[src/rtl/s2c_pull_streamer_if.sv]
// Bus bundle for s2c_pull_streamer: command, chunk request, pull response and output stream.
// The master modport is the streamer's view; slave is the bench/wrapper side.
interface s2c_pull_streamer_if #(
  parameter int unsigned DATA_SIZE = 16
);
  logic                      start;
  logic [31:0]               base_addr;
  logic [31:0]               total_words;
  logic                      busy;
  logic                      done;
  logic                      error;
  logic                      req_valid;
  logic                      req_ready;
  logic [31:0]               req_id;
  logic [31:0]               req_fn;
  logic [31:0]               req_addr;
  logic [31:0]               req_size;
  logic                      rsp_valid;
  logic [31:0]               rsp_ret;
  logic [32*DATA_SIZE-1:0]   rsp_data;
  logic                      m_valid;
  logic                      m_ready;
  logic [31:0]               m_data;
  logic                      m_last;

  modport master (
    input  start, base_addr, total_words, req_ready, rsp_valid, rsp_ret, rsp_data, m_ready,
    output busy, done, error, req_valid, req_id, req_fn, req_addr, req_size,
    output m_valid, m_data, m_last
  );

  modport slave (
    output start, base_addr, total_words, req_ready, rsp_valid, rsp_ret, rsp_data, m_ready,
    input  busy, done, error, req_valid, req_id, req_fn, req_addr, req_size,
    input  m_valid, m_data, m_last
  );
endinterface

[src/rtl/s2c_pull_streamer.sv]
// Splits a transfer command into pull requests of at most DATA_SIZE words and streams the
// returned words out. Define S2C_PULL_PREFETCH_EN for ping/pong buffering with request prefetch.
module s2c_pull_streamer #(
  parameter int unsigned DATA_SIZE = 16,
  parameter logic [31:0] ID        = 32'd0,
  parameter logic [31:0] FN        = 32'd1
) (
  input logic                 clk,
  input logic                 rst_n,
  s2c_pull_streamer_if.master io_bus
);

  localparam int unsigned IdxW = (DATA_SIZE > 1) ? $clog2(DATA_SIZE) : 1;
  localparam int unsigned CntW = IdxW + 1;

`ifdef S2C_PULL_PREFETCH_EN
  localparam logic PingPong = 1'b1;
`else
  localparam logic PingPong = 1'b0;
`endif

  typedef enum logic [2:0] {StIdle, StReq, StWait, StDrain, StFin} state_e;

  state_e          r_state, w_state_nxt;
  logic [31:0]     r_addr, w_addr_nxt;
  logic [31:0]     r_rem, w_rem_nxt;
  logic            r_error, w_error_nxt;
  logic            r_req_act, w_req_act_nxt;
  logic            r_wait, w_wait_nxt;
  logic [1:0]      r_full, w_full_nxt;
  logic            r_rd, w_rd_nxt;
  logic            r_wr, w_wr_nxt;
  logic [IdxW-1:0] r_idx, w_idx_nxt;
  logic [CntW-1:0] r_cnt [2];
  logic [31:0]     r_buf [2][DATA_SIZE];

  logic [31:0] w_chunk;
  logic        w_m_valid;
  logic        w_last_in_bank;
  logic        w_hs_req;
  logic        w_hs_m;
  logic        w_rsp;
  logic        w_rsp_ok;

  assign w_chunk        = (r_rem < 32'(DATA_SIZE)) ? r_rem : 32'(DATA_SIZE);
  assign w_m_valid      = r_full[r_rd];
  assign w_last_in_bank = (({1'b0, r_idx} + CntW'(1)) == r_cnt[r_rd]);
  assign w_hs_req       = r_req_act & io_bus.req_ready;
  assign w_hs_m         = w_m_valid & io_bus.m_ready;
  assign w_rsp          = r_wait & io_bus.rsp_valid;
  assign w_rsp_ok       = w_rsp & (io_bus.rsp_ret == 32'd0);

  always_comb begin
    w_state_nxt   = r_state;
    w_addr_nxt    = r_addr;
    w_rem_nxt     = r_rem;
    w_error_nxt   = r_error;
    w_req_act_nxt = r_req_act;
    w_wait_nxt    = r_wait;
    w_full_nxt    = r_full;
    w_rd_nxt      = r_rd;
    w_wr_nxt      = r_wr;
    w_idx_nxt     = r_idx;

    unique case (r_state)
      StIdle: begin
        if (io_bus.start) begin
          w_error_nxt = 1'b0;
          w_addr_nxt  = io_bus.base_addr;
          w_rem_nxt   = io_bus.total_words;
          w_rd_nxt    = 1'b0;
          w_wr_nxt    = 1'b0;
          w_idx_nxt   = '0;
          if (io_bus.total_words == 32'd0) begin
            w_state_nxt = StFin;
          end else begin
            w_req_act_nxt = 1'b1;
            w_state_nxt   = StReq;
          end
        end
      end
      StFin: w_state_nxt = StIdle;
      default: begin
        if (w_hs_req) begin
          w_req_act_nxt = 1'b0;
          w_wait_nxt    = 1'b1;
        end
        if (w_rsp) begin
          w_wait_nxt = 1'b0;
          if (w_rsp_ok) begin
            w_full_nxt[r_wr] = 1'b1;
            w_wr_nxt         = r_wr ^ PingPong;
            w_addr_nxt       = r_addr + {w_chunk[29:0], 2'b00};
            w_rem_nxt        = r_rem - w_chunk;
          end else begin
            w_error_nxt = 1'b1;
          end
        end
        if (w_hs_m) begin
          if (w_last_in_bank) begin
            w_full_nxt[r_rd] = 1'b0;
            w_rd_nxt         = r_rd ^ PingPong;
            w_idx_nxt        = '0;
          end else begin
            w_idx_nxt = r_idx + IdxW'(1);
          end
        end
        // A new chunk may be requested as soon as the bank it will land in is free.
        if (!w_error_nxt && (w_rem_nxt != 32'd0) && !w_req_act_nxt && !w_wait_nxt &&
            !w_full_nxt[w_wr_nxt]) begin
          w_req_act_nxt = 1'b1;
        end
        if (!w_req_act_nxt && !w_wait_nxt && (w_full_nxt == 2'b00) &&
            ((w_rem_nxt == 32'd0) || w_error_nxt)) begin
          w_state_nxt = StFin;
        end else if (w_full_nxt[w_rd_nxt]) begin
          w_state_nxt = StDrain;
        end else if (w_req_act_nxt) begin
          w_state_nxt = StReq;
        end else begin
          w_state_nxt = StWait;
        end
      end
    endcase
  end

  always_ff @(posedge clk or negedge rst_n) begin
    if (!rst_n) begin
      r_state   <= StIdle;
      r_addr    <= '0;
      r_rem     <= '0;
      r_error   <= 1'b0;
      r_req_act <= 1'b0;
      r_wait    <= 1'b0;
      r_full    <= '0;
      r_rd      <= 1'b0;
      r_wr      <= 1'b0;
      r_idx     <= '0;
    end else begin
      r_state   <= w_state_nxt;
      r_addr    <= w_addr_nxt;
      r_rem     <= w_rem_nxt;
      r_error   <= w_error_nxt;
      r_req_act <= w_req_act_nxt;
      r_wait    <= w_wait_nxt;
      r_full    <= w_full_nxt;
      r_rd      <= w_rd_nxt;
      r_wr      <= w_wr_nxt;
      r_idx     <= w_idx_nxt;
    end
  end

  // Whole response is captured; only the first r_cnt words are ever streamed.
  always_ff @(posedge clk or negedge rst_n) begin
    if (!rst_n) begin
      for (int b = 0; b < 2; b++) begin
        r_cnt[b] <= '0;
        for (int k = 0; k < int'(DATA_SIZE); k++) begin
          r_buf[b][k] <= '0;
        end
      end
    end else if (w_rsp_ok) begin
      r_cnt[r_wr] <= w_chunk[CntW-1:0];
      for (int k = 0; k < int'(DATA_SIZE); k++) begin
        r_buf[r_wr][k] <= io_bus.rsp_data[32*k +: 32];
      end
    end
  end

  assign io_bus.busy      = (r_state != StIdle);
  assign io_bus.done      = (r_state == StFin);
  assign io_bus.error     = r_error;
  assign io_bus.req_valid = r_req_act;
  assign io_bus.req_id    = r_req_act ? ID : '0;
  assign io_bus.req_fn    = r_req_act ? FN : '0;
  assign io_bus.req_addr  = r_req_act ? r_addr : '0;
  assign io_bus.req_size  = r_req_act ? w_chunk : '0;
  assign io_bus.m_valid   = w_m_valid;
  assign io_bus.m_data    = w_m_valid ? r_buf[r_rd][r_idx] : '0;
  // Final word only when nothing else is buffered, pending or still to be requested.
  assign io_bus.m_last    = w_m_valid & w_last_in_bank & (r_rem == 32'd0) & ~r_wait &
                            ~r_req_act & ~r_full[~r_rd];

endmodule

[src/flat_wrapper.sv]
// flat-port wrapper written by rule: the top's interface ports become plain ports
module s2c_pull_streamer_flat 
#(
  parameter int unsigned DATA_SIZE = 16,
  parameter logic [31:0] ID        = 32'd0,
  parameter logic [31:0] FN        = 32'd1
)
  (clk, rst_n, io_bus_start, io_bus_base_addr, io_bus_total_words, io_bus_req_ready, io_bus_rsp_valid, io_bus_rsp_ret, io_bus_rsp_data, io_bus_m_ready, io_bus_busy, io_bus_done, io_bus_error, io_bus_req_valid, io_bus_req_id, io_bus_req_fn, io_bus_req_addr, io_bus_req_size, io_bus_m_valid, io_bus_m_data, io_bus_m_last);
  s2c_pull_streamer_if #(.DATA_SIZE(DATA_SIZE)) io_bus_i ();
  input logic clk;
  input logic rst_n;
  input wire logic [$bits(io_bus_i.start)-1:0] io_bus_start;
  input wire logic [$bits(io_bus_i.base_addr)-1:0] io_bus_base_addr;
  input wire logic [$bits(io_bus_i.total_words)-1:0] io_bus_total_words;
  input wire logic [$bits(io_bus_i.req_ready)-1:0] io_bus_req_ready;
  input wire logic [$bits(io_bus_i.rsp_valid)-1:0] io_bus_rsp_valid;
  input wire logic [$bits(io_bus_i.rsp_ret)-1:0] io_bus_rsp_ret;
  input wire logic [$bits(io_bus_i.rsp_data)-1:0] io_bus_rsp_data;
  input wire logic [$bits(io_bus_i.m_ready)-1:0] io_bus_m_ready;
  output wire logic [$bits(io_bus_i.busy)-1:0] io_bus_busy;
  output wire logic [$bits(io_bus_i.done)-1:0] io_bus_done;
  output wire logic [$bits(io_bus_i.error)-1:0] io_bus_error;
  output wire logic [$bits(io_bus_i.req_valid)-1:0] io_bus_req_valid;
  output wire logic [$bits(io_bus_i.req_id)-1:0] io_bus_req_id;
  output wire logic [$bits(io_bus_i.req_fn)-1:0] io_bus_req_fn;
  output wire logic [$bits(io_bus_i.req_addr)-1:0] io_bus_req_addr;
  output wire logic [$bits(io_bus_i.req_size)-1:0] io_bus_req_size;
  output wire logic [$bits(io_bus_i.m_valid)-1:0] io_bus_m_valid;
  output wire logic [$bits(io_bus_i.m_data)-1:0] io_bus_m_data;
  output wire logic [$bits(io_bus_i.m_last)-1:0] io_bus_m_last;
  assign io_bus_i.start = io_bus_start;
  assign io_bus_i.base_addr = io_bus_base_addr;
  assign io_bus_i.total_words = io_bus_total_words;
  assign io_bus_i.req_ready = io_bus_req_ready;
  assign io_bus_i.rsp_valid = io_bus_rsp_valid;
  assign io_bus_i.rsp_ret = io_bus_rsp_ret;
  assign io_bus_i.rsp_data = io_bus_rsp_data;
  assign io_bus_i.m_ready = io_bus_m_ready;
  assign io_bus_busy = io_bus_i.busy;
  assign io_bus_done = io_bus_i.done;
  assign io_bus_error = io_bus_i.error;
  assign io_bus_req_valid = io_bus_i.req_valid;
  assign io_bus_req_id = io_bus_i.req_id;
  assign io_bus_req_fn = io_bus_i.req_fn;
  assign io_bus_req_addr = io_bus_i.req_addr;
  assign io_bus_req_size = io_bus_i.req_size;
  assign io_bus_m_valid = io_bus_i.m_valid;
  assign io_bus_m_data = io_bus_i.m_data;
  assign io_bus_m_last = io_bus_i.m_last;
  s2c_pull_streamer #(.DATA_SIZE(DATA_SIZE), .ID(ID), .FN(FN)) u_core (.clk(clk), .rst_n(rst_n), .io_bus(io_bus_i));
endmodule
[config.mk]
export PLATFORM = sky130hd
export DESIGN_NAME = s2c_pull_streamer_flat
export DESIGN_NICKNAME = d
export VERILOG_FILES = /design/src/rtl/s2c_pull_streamer_if.sv /design/src/rtl/s2c_pull_streamer.sv /design/src/flat_wrapper.sv
export SDC_FILE = /design/constraint.sdc
export NUM_CORES = 1
export LEC_CHECK = 0
export CORE_MARGIN = 5
export CORE_UTILIZATION = 32
export DETAILED_ROUTE_END_ITERATION = 12
export PLACE_DENSITY_LB_ADDON = 0.1
export REMOVE_ABC_BUFFERS = 1
export SLEW_MARGIN = 20
export SYNTH_ARGS = -nofsm -noshare
export SYNTH_HDL_FRONTEND = slang
export SYNTH_SLANG_ARGS = --single-unit
[constraint.sdc]
create_clock -name clk -period 6.3 [get_ports clk]
set_input_delay 0.945 -clock clk [delete_from_list [all_inputs] [get_ports clk]]
set_output_delay 0.945 -clock clk [all_outputs]
set_load 0.005 [all_outputs]
# [Word level (Yosys, flattened, before mapping)]
# Index checks and enable logic that the tools add are counted.
[word_totals] regBits=1112 input_bits=614 output_inout_bits=166
[classes] n_addsub=4 n_lt_le_gt_ge=12 n_eq_ne=4 n_mux=121 bitwise_logic=20 n_reduce_logical=32
[ops] cell="$bwmux 1024" n=16
[ops] cell="$demux 512 s1" n=16
[ops] cell="$mux 512" n=4
[ops] cell="$mux 480" n=1
[ops] cell="$mux 32" n=14
[ops] cell="$mux 448" n=1
[ops] cell="$mux 416" n=1
[ops] cell="$mux 384" n=1
[ops] cell="$mux 352" n=1
[ops] cell="$mux 320" n=1
[ops] cell="$mux 288" n=1
[ops] cell="$mux 256" n=1
[ops] cell="$mux 224" n=1
[ops] cell="$mux 192" n=1
[ops] cell="$mux 160" n=1
[ops] cell="$bmux 32 s4" n=1
[ops] cell="$logic_not 32->1" n=4
[ops] cell="$mux 128" n=1
[ops] cell="$pmux 32 s2" n=2
[ops] cell="$mux 96" n=1
[ops] cell="$mux 64" n=1
[ops] cell="$add 32x32->32" n=1
[ops] cell="$lt 32x5->1 const B" n=1
[ops] cell="$reduce_bool 32->1" n=1
[ops] cell="40 further kinds" n=119

# [Depth between registers and ports, before layout]
[depth] depth_word=24 depth_mapped=19 ltp_nobuf=16

# [Worst setup path after synthesis]
# Ideal clock, no wire load.
[synth_timing] kind="reg2reg" start="reg u_core.r_rem[22]" end="reg u_core.r_addr[30]" t_arrival_ns=4.244 required_ns=6.174 slack_ns=1.930 path_stages_with_launch=18 path_buffers=3 period_less_slack_ns=4.370 path_cell_list="dfrtp_1 > buf_2 > or4_1 > nor3_2 > and3_1 > buf_4 > clkbuf_1 > and2_1 > ha_1 > nor2b_1 > o31a_1 > o211ai_1 > nand4_1 > a221o_1 > a221oi_1 > o31ai_1 > xor2_1 > a221o_1"
[synth_between] elab_chain_cells=6
[synth_lines] item="start, declared" line="s2c_pull_streamer.sv:26" text="logic [31:0] r_rem, w_rem_nxt;"
[synth_lines] item="start signal, assigned" line="s2c_pull_streamer.sv:142" text="r_rem <= w_rem_nxt;"
[synth_lines] item="$lt 32x5->1" line="s2c_pull_streamer.sv:45" text="assign w_chunk = (r_rem < 32'(DATA_SIZE)) ? r_rem : 32'(DATA_SIZE);"
[synth_lines] item="$mux 32" line="s2c_pull_streamer.sv:45"
[synth_lines] item="net u_core.w_chunk[2]" line="s2c_pull_streamer.sv:37" text="logic [31:0] w_chunk;"
[synth_lines] item="$add 32x32->32" line="s2c_pull_streamer.sv:93" text="w_addr_nxt = r_addr + {w_chunk[29:0], 2'b00};"
[synth_lines] item="$mux 32" line="s2c_pull_streamer.sv:90" text="if (w_rsp_ok) begin"
[synth_lines] item="$mux 32" line="s2c_pull_streamer.sv:88" text="if (w_rsp) begin"
[synth_lines] item="$pmux 32 s2" line="s2c_pull_streamer.sv:65" text="unique case (r_state)"
[synth_lines] item="end signal, assigned" line="s2c_pull_streamer.sv:141" text="r_addr <= w_addr_nxt;"
[synth_lines] item="end, declared" line="s2c_pull_streamer.sv:25" text="logic [31:0] r_addr, w_addr_nxt;"
# The timed path passes the listed nets, and every way through them passes these cells. The select of a mux whose other input is x is not followed.
# A chain may end at the register's enable or synchronous reset.

# [Worst setup path in the final report]
[layout_timing] start="reg u_core.r_rem[10]" end="reg u_core.r_addr[29]"
# The elaborated chain is that of the path after synthesis.

==> results.sh <==
export IMPL_status="completed"
export IMPL_total_length_of_routed_met3_wires_mm=6.72
export IMPL_combined_area_of_all_synthesized_cells_um2=30300
export IMPL_yosysSeqAreaShare=0.490
export IMPL_post_layout_nonfiller_instances=5300
export IMPL_drcViolationCount=0
export IMPL_first_pass_iters=6
export IMPL_pin_count_of_the_biggest_net_entering_global_routing=222
export IMPL_final_area_um2=40700
export IMPL_grt_first_pass_wirelength_mm=164
export IMPL_crit_path_start_kind="flip-flop"
export IMPL_p_leak_nw=19.5
export IMPL_ir_drop_uv=327
export IMPL_postLayoutCoreUtil=0.434
export IMPL_post_route_cells_drive_above_1_share=0.0819
export IMPL_avgViaCountPerCell=4.78
export IMPL_cts_hold_buf=0
export IMPL_ys_seq_elements=592
export IMPL_top_level_ports=780
export IMPL_nNetsFinal=4603
export IMPL_synth_edff_count=0
export IMPL_max_cap_violations=0
export IMPL_cts_setup_buffers=0
export IMPL_cts_tree="done"
export IMPL_path_delay_family="simple AND/OR/NAND/NOR gates"
export IMPL_ctsResizeCount=0
export IMPL_period_needed_ps=5080
export IMPL_fmax_mhz=197
export IMPL_worst_clock_skew_ps=23.2
export IMPL_worst_r2r_path_depth=15
export IMPL_synth_async_reset_ratio=1.00
export IMPL_layout_filler_cells=9394
export IMPL_globalRoute_totalOverflow=0
export IMPL_htreeDepth=3
export IMPL_cellPowerDensity_nw_per_um2=301
export IMPL_core_region_area_um2=93600
export IMPL_grt_setup_unrepaired="false"
export IMPL_clockRootBuffer="sky130_fd_sc_hd__clkbuf_16"
export IMPL_die_height_um=318
export IMPL_dieArea_um2=101000
export IMPL_placed_cells=5137
export IMPL_cp_buffers_inverters=1
export IMPL_final_max_slew_viol_count=0
export IMPL_postRouteAntennaNets=0
export IMPL_grt_util_all_layers=0.209
export IMPL_max_buffers_root_to_sink=3
export IMPL_num_vias=25300
export IMPL_number_of_cell_rows=112
export IMPL_syn_inst=3340
export IMPL_hold_class="input port to asynchronous set/reset pin"
export IMPL_avgSynthCellArea_um2=9.06
export IMPL_grt_pass1_vias=26000
export IMPL_path_class="flip-flop to flip-flop"
export IMPL_route_met2_wl_mm=54.2
export IMPL_place_gp_congestion=0.846
export IMPL_yosysWarnings=0
export IMPL_totalWireLength_mm=108
export IMPL_synth_ff_type="sky130_fd_sc_hd__dfrtp_1"
export IMPL_clk_insertion_delay_late_ps=630
export IMPL_finalSetupViolCount=0
export IMPL_dpl_instance_area_um2=38100
export IMPL_numClockSinks=592
export IMPL_clkTransAtPathRegs_ps=60
export IMPL_worstSetupPathDepth=15
export IMPL_timing_critical_path_slowest_cell_delay_ps=690
export IMPL_cts_inserted_buffers=72
export IMPL_wl_met1_mm=44.1
export IMPL_cp_data_required_time_ps=6850
export IMPL_critPathArrivalTime_ps=5630
export IMPL_dp_hpwl_mm=76.7
export IMPL_worst_path_maximum_fanout=19
export IMPL_post_drt_wl_per_cell_um=20.4
export IMPL_critPathSlowestCell="sky130_fd_sc_hd__and3_1"
export IMPL_worst_slew_pin_transition_ps=1260
export IMPL_die_x_um=318
export IMPL_finalSetupTns_ps=0
export IMPL_grt_antenna_before_repair=52
export IMPL_initial_utilization=0.323
export IMPL_port_bufs=689
export IMPL_cp_cell_sequence="nor4_4 > nor4b_4 > and3_1 > nand2_1 > inv_1 > ha_1 > a211oi_1 > o21bai_1 > o2111ai_1 > a21oi_1 > o2111ai_1 > a211oi_1 > o41ai_1 > nand4_1 > nand3_1"
export IMPL_slew_limit_headroom=0.157
export IMPL_finalCritPeriodShare=0.806
export IMPL_distinct_cells_synth=66
export IMPL_flow_area_growth_from_synthesis_pct=34.4
export IMPL_hold_violations=0
export IMPL_setup_worst_path_end_class="flip-flop"
export IMPL_drtIter0Drc=1666
export IMPL_highest_metal_used="met5"
registers in the layout, indices dropped and copies added, names as in the netlist, 3 cells and up:
register	count
u_core.r_buf	512
u_core.r_addr	32
u_core.r_rem	32
u_core.r_cnt	5
u_core.r_idx	4
u_core.r_state	3
synthesized netlist by cell type, drive strengths merged (15+ instances only):
master	instances	area (um^2)
a21oi	77	385
xnor2	19	166
nand2	1618	6070
mux4	160	3600
and2	70	438
nor4	33	258
a31oi	18	113
clkbuf	175	657
dfrtp	592	14800
o21ai	80	400
nor2	78	293
inv	23	88.8
nand4	15	109
nor3	28	155
and3	20	125
nand3	26	130
ha	31	388
buf	116	788
worst paths after layout:
check / from / endpoint / slack, ps
hold reg to reg: u_core.r_buf[529] / u_core.r_buf[529] / 460
hold / removal: rst_n / u_core.r_buf[1014] / 290
min in group clk: u_core.r_buf[529] / u_core.r_buf[529] / 460
setup reg to reg: u_core.r_rem[10] / u_core.r_addr[29] / 1220
setup / recovery: u_core.r_rem[10] / u_core.r_addr[29] / 1220
max in group asynchronous: rst_n / u_core.r_buf[678] / 4560
power by group:
group | internal [mW] | switching (mW) | total [mW]
Sequential | 4.04 | 0.465 | 4.50
Clock | 2.54 | 1.76 | 4.29
Combinational | 1.64 | 1.81 | 3.45
cells in the final DEF, fill, tap and decap left out, types with 14 or more instances in the layout:
cell                                 n
sky130_fd_sc_hd__nor4_1             29
sky130_fd_sc_hd__diode_2            31
sky130_fd_sc_hd__clkbuf_1           22
sky130_fd_sc_hd__nor2_1             77
sky130_fd_sc_hd__buf_4              20
sky130_fd_sc_hd__clkdlybuf4s50_1   688
sky130_fd_sc_hd__inv_1              21
sky130_fd_sc_hd__and3_1             20
sky130_fd_sc_hd__and2_1             70
sky130_fd_sc_hd__a31oi_1            18
sky130_fd_sc_hd__nand2_1          1618
sky130_fd_sc_hd__o21ai_0            78
sky130_fd_sc_hd__clkbuf_8           16
sky130_fd_sc_hd__mux4_2            160
sky130_fd_sc_hd__conb_1            115
sky130_fd_sc_hd__a21oi_1            77
sky130_fd_sc_hd__nand4_1            14
sky130_fd_sc_hd__dfrtp_1           587
sky130_fd_sc_hd__nor3_1             24
sky130_fd_sc_hd__clkbuf_16          72
sky130_fd_sc_hd__nand3_1            26
sky130_fd_sc_hd__ha_1               31
sky130_fd_sc_hd__xnor2_1            19
cells by family after synthesis:
| logic type | after synthesis | share of synthesized area |
|---|---|---|
| mux | 165 | 0.121 |
| other cells | 2 | 0.000248 |
| compound gates | 269 | 0.0545 |
| xor+xnor | 26 | 0.00753 |
| simple gates | 1940 | 0.263 |
| buf+inv | 314 | 0.0507 |
| fa+ha+maj | 32 | 0.0135 |
| flops | 592 | 0.490 |
layout make-up:
| type | count | area [um^2] | share of cell area |
|---|---|---|---|
| sequential | 592 | 14800 | 0.365 |
| clock inverter | 22 | 340 | 0.00837 |
| multi-input combinational | 2547 | 14400 | 0.353 |
| inverter | 23 | 88.8 | 0.00218 |
| tap | 1254 | 1570 | 0.0386 |
| antenna | 31 | 77.6 | 0.00191 |
| clock buffer | 110 | 2100 | 0.0518 |
| timing repair buffer | 721 | 7290 | 0.179 |
layer usage:
| metal | vias up | track usage |
|---|---|---|
| met5 | - | 0 |
| met4 | 40 | 0.0664 |
| met3 | 179 | 0.0567 |
| met2 | 640 | 0.358 |
| met1 | 12300 | 0.257 |
| li1 | 12100 | - |
through the flow:
step                total power [mW]  hold WS (ps)  worst slack [ps]
CTS                             12.4           304              1250
floorplan                       6.46           433            -23090
detailed placement              8.05           450              1310
finish                          12.2           286              1220
global route                    13.0           329               706
global placement                8.05           444              1330
Power figures use the tool's default switching activity.
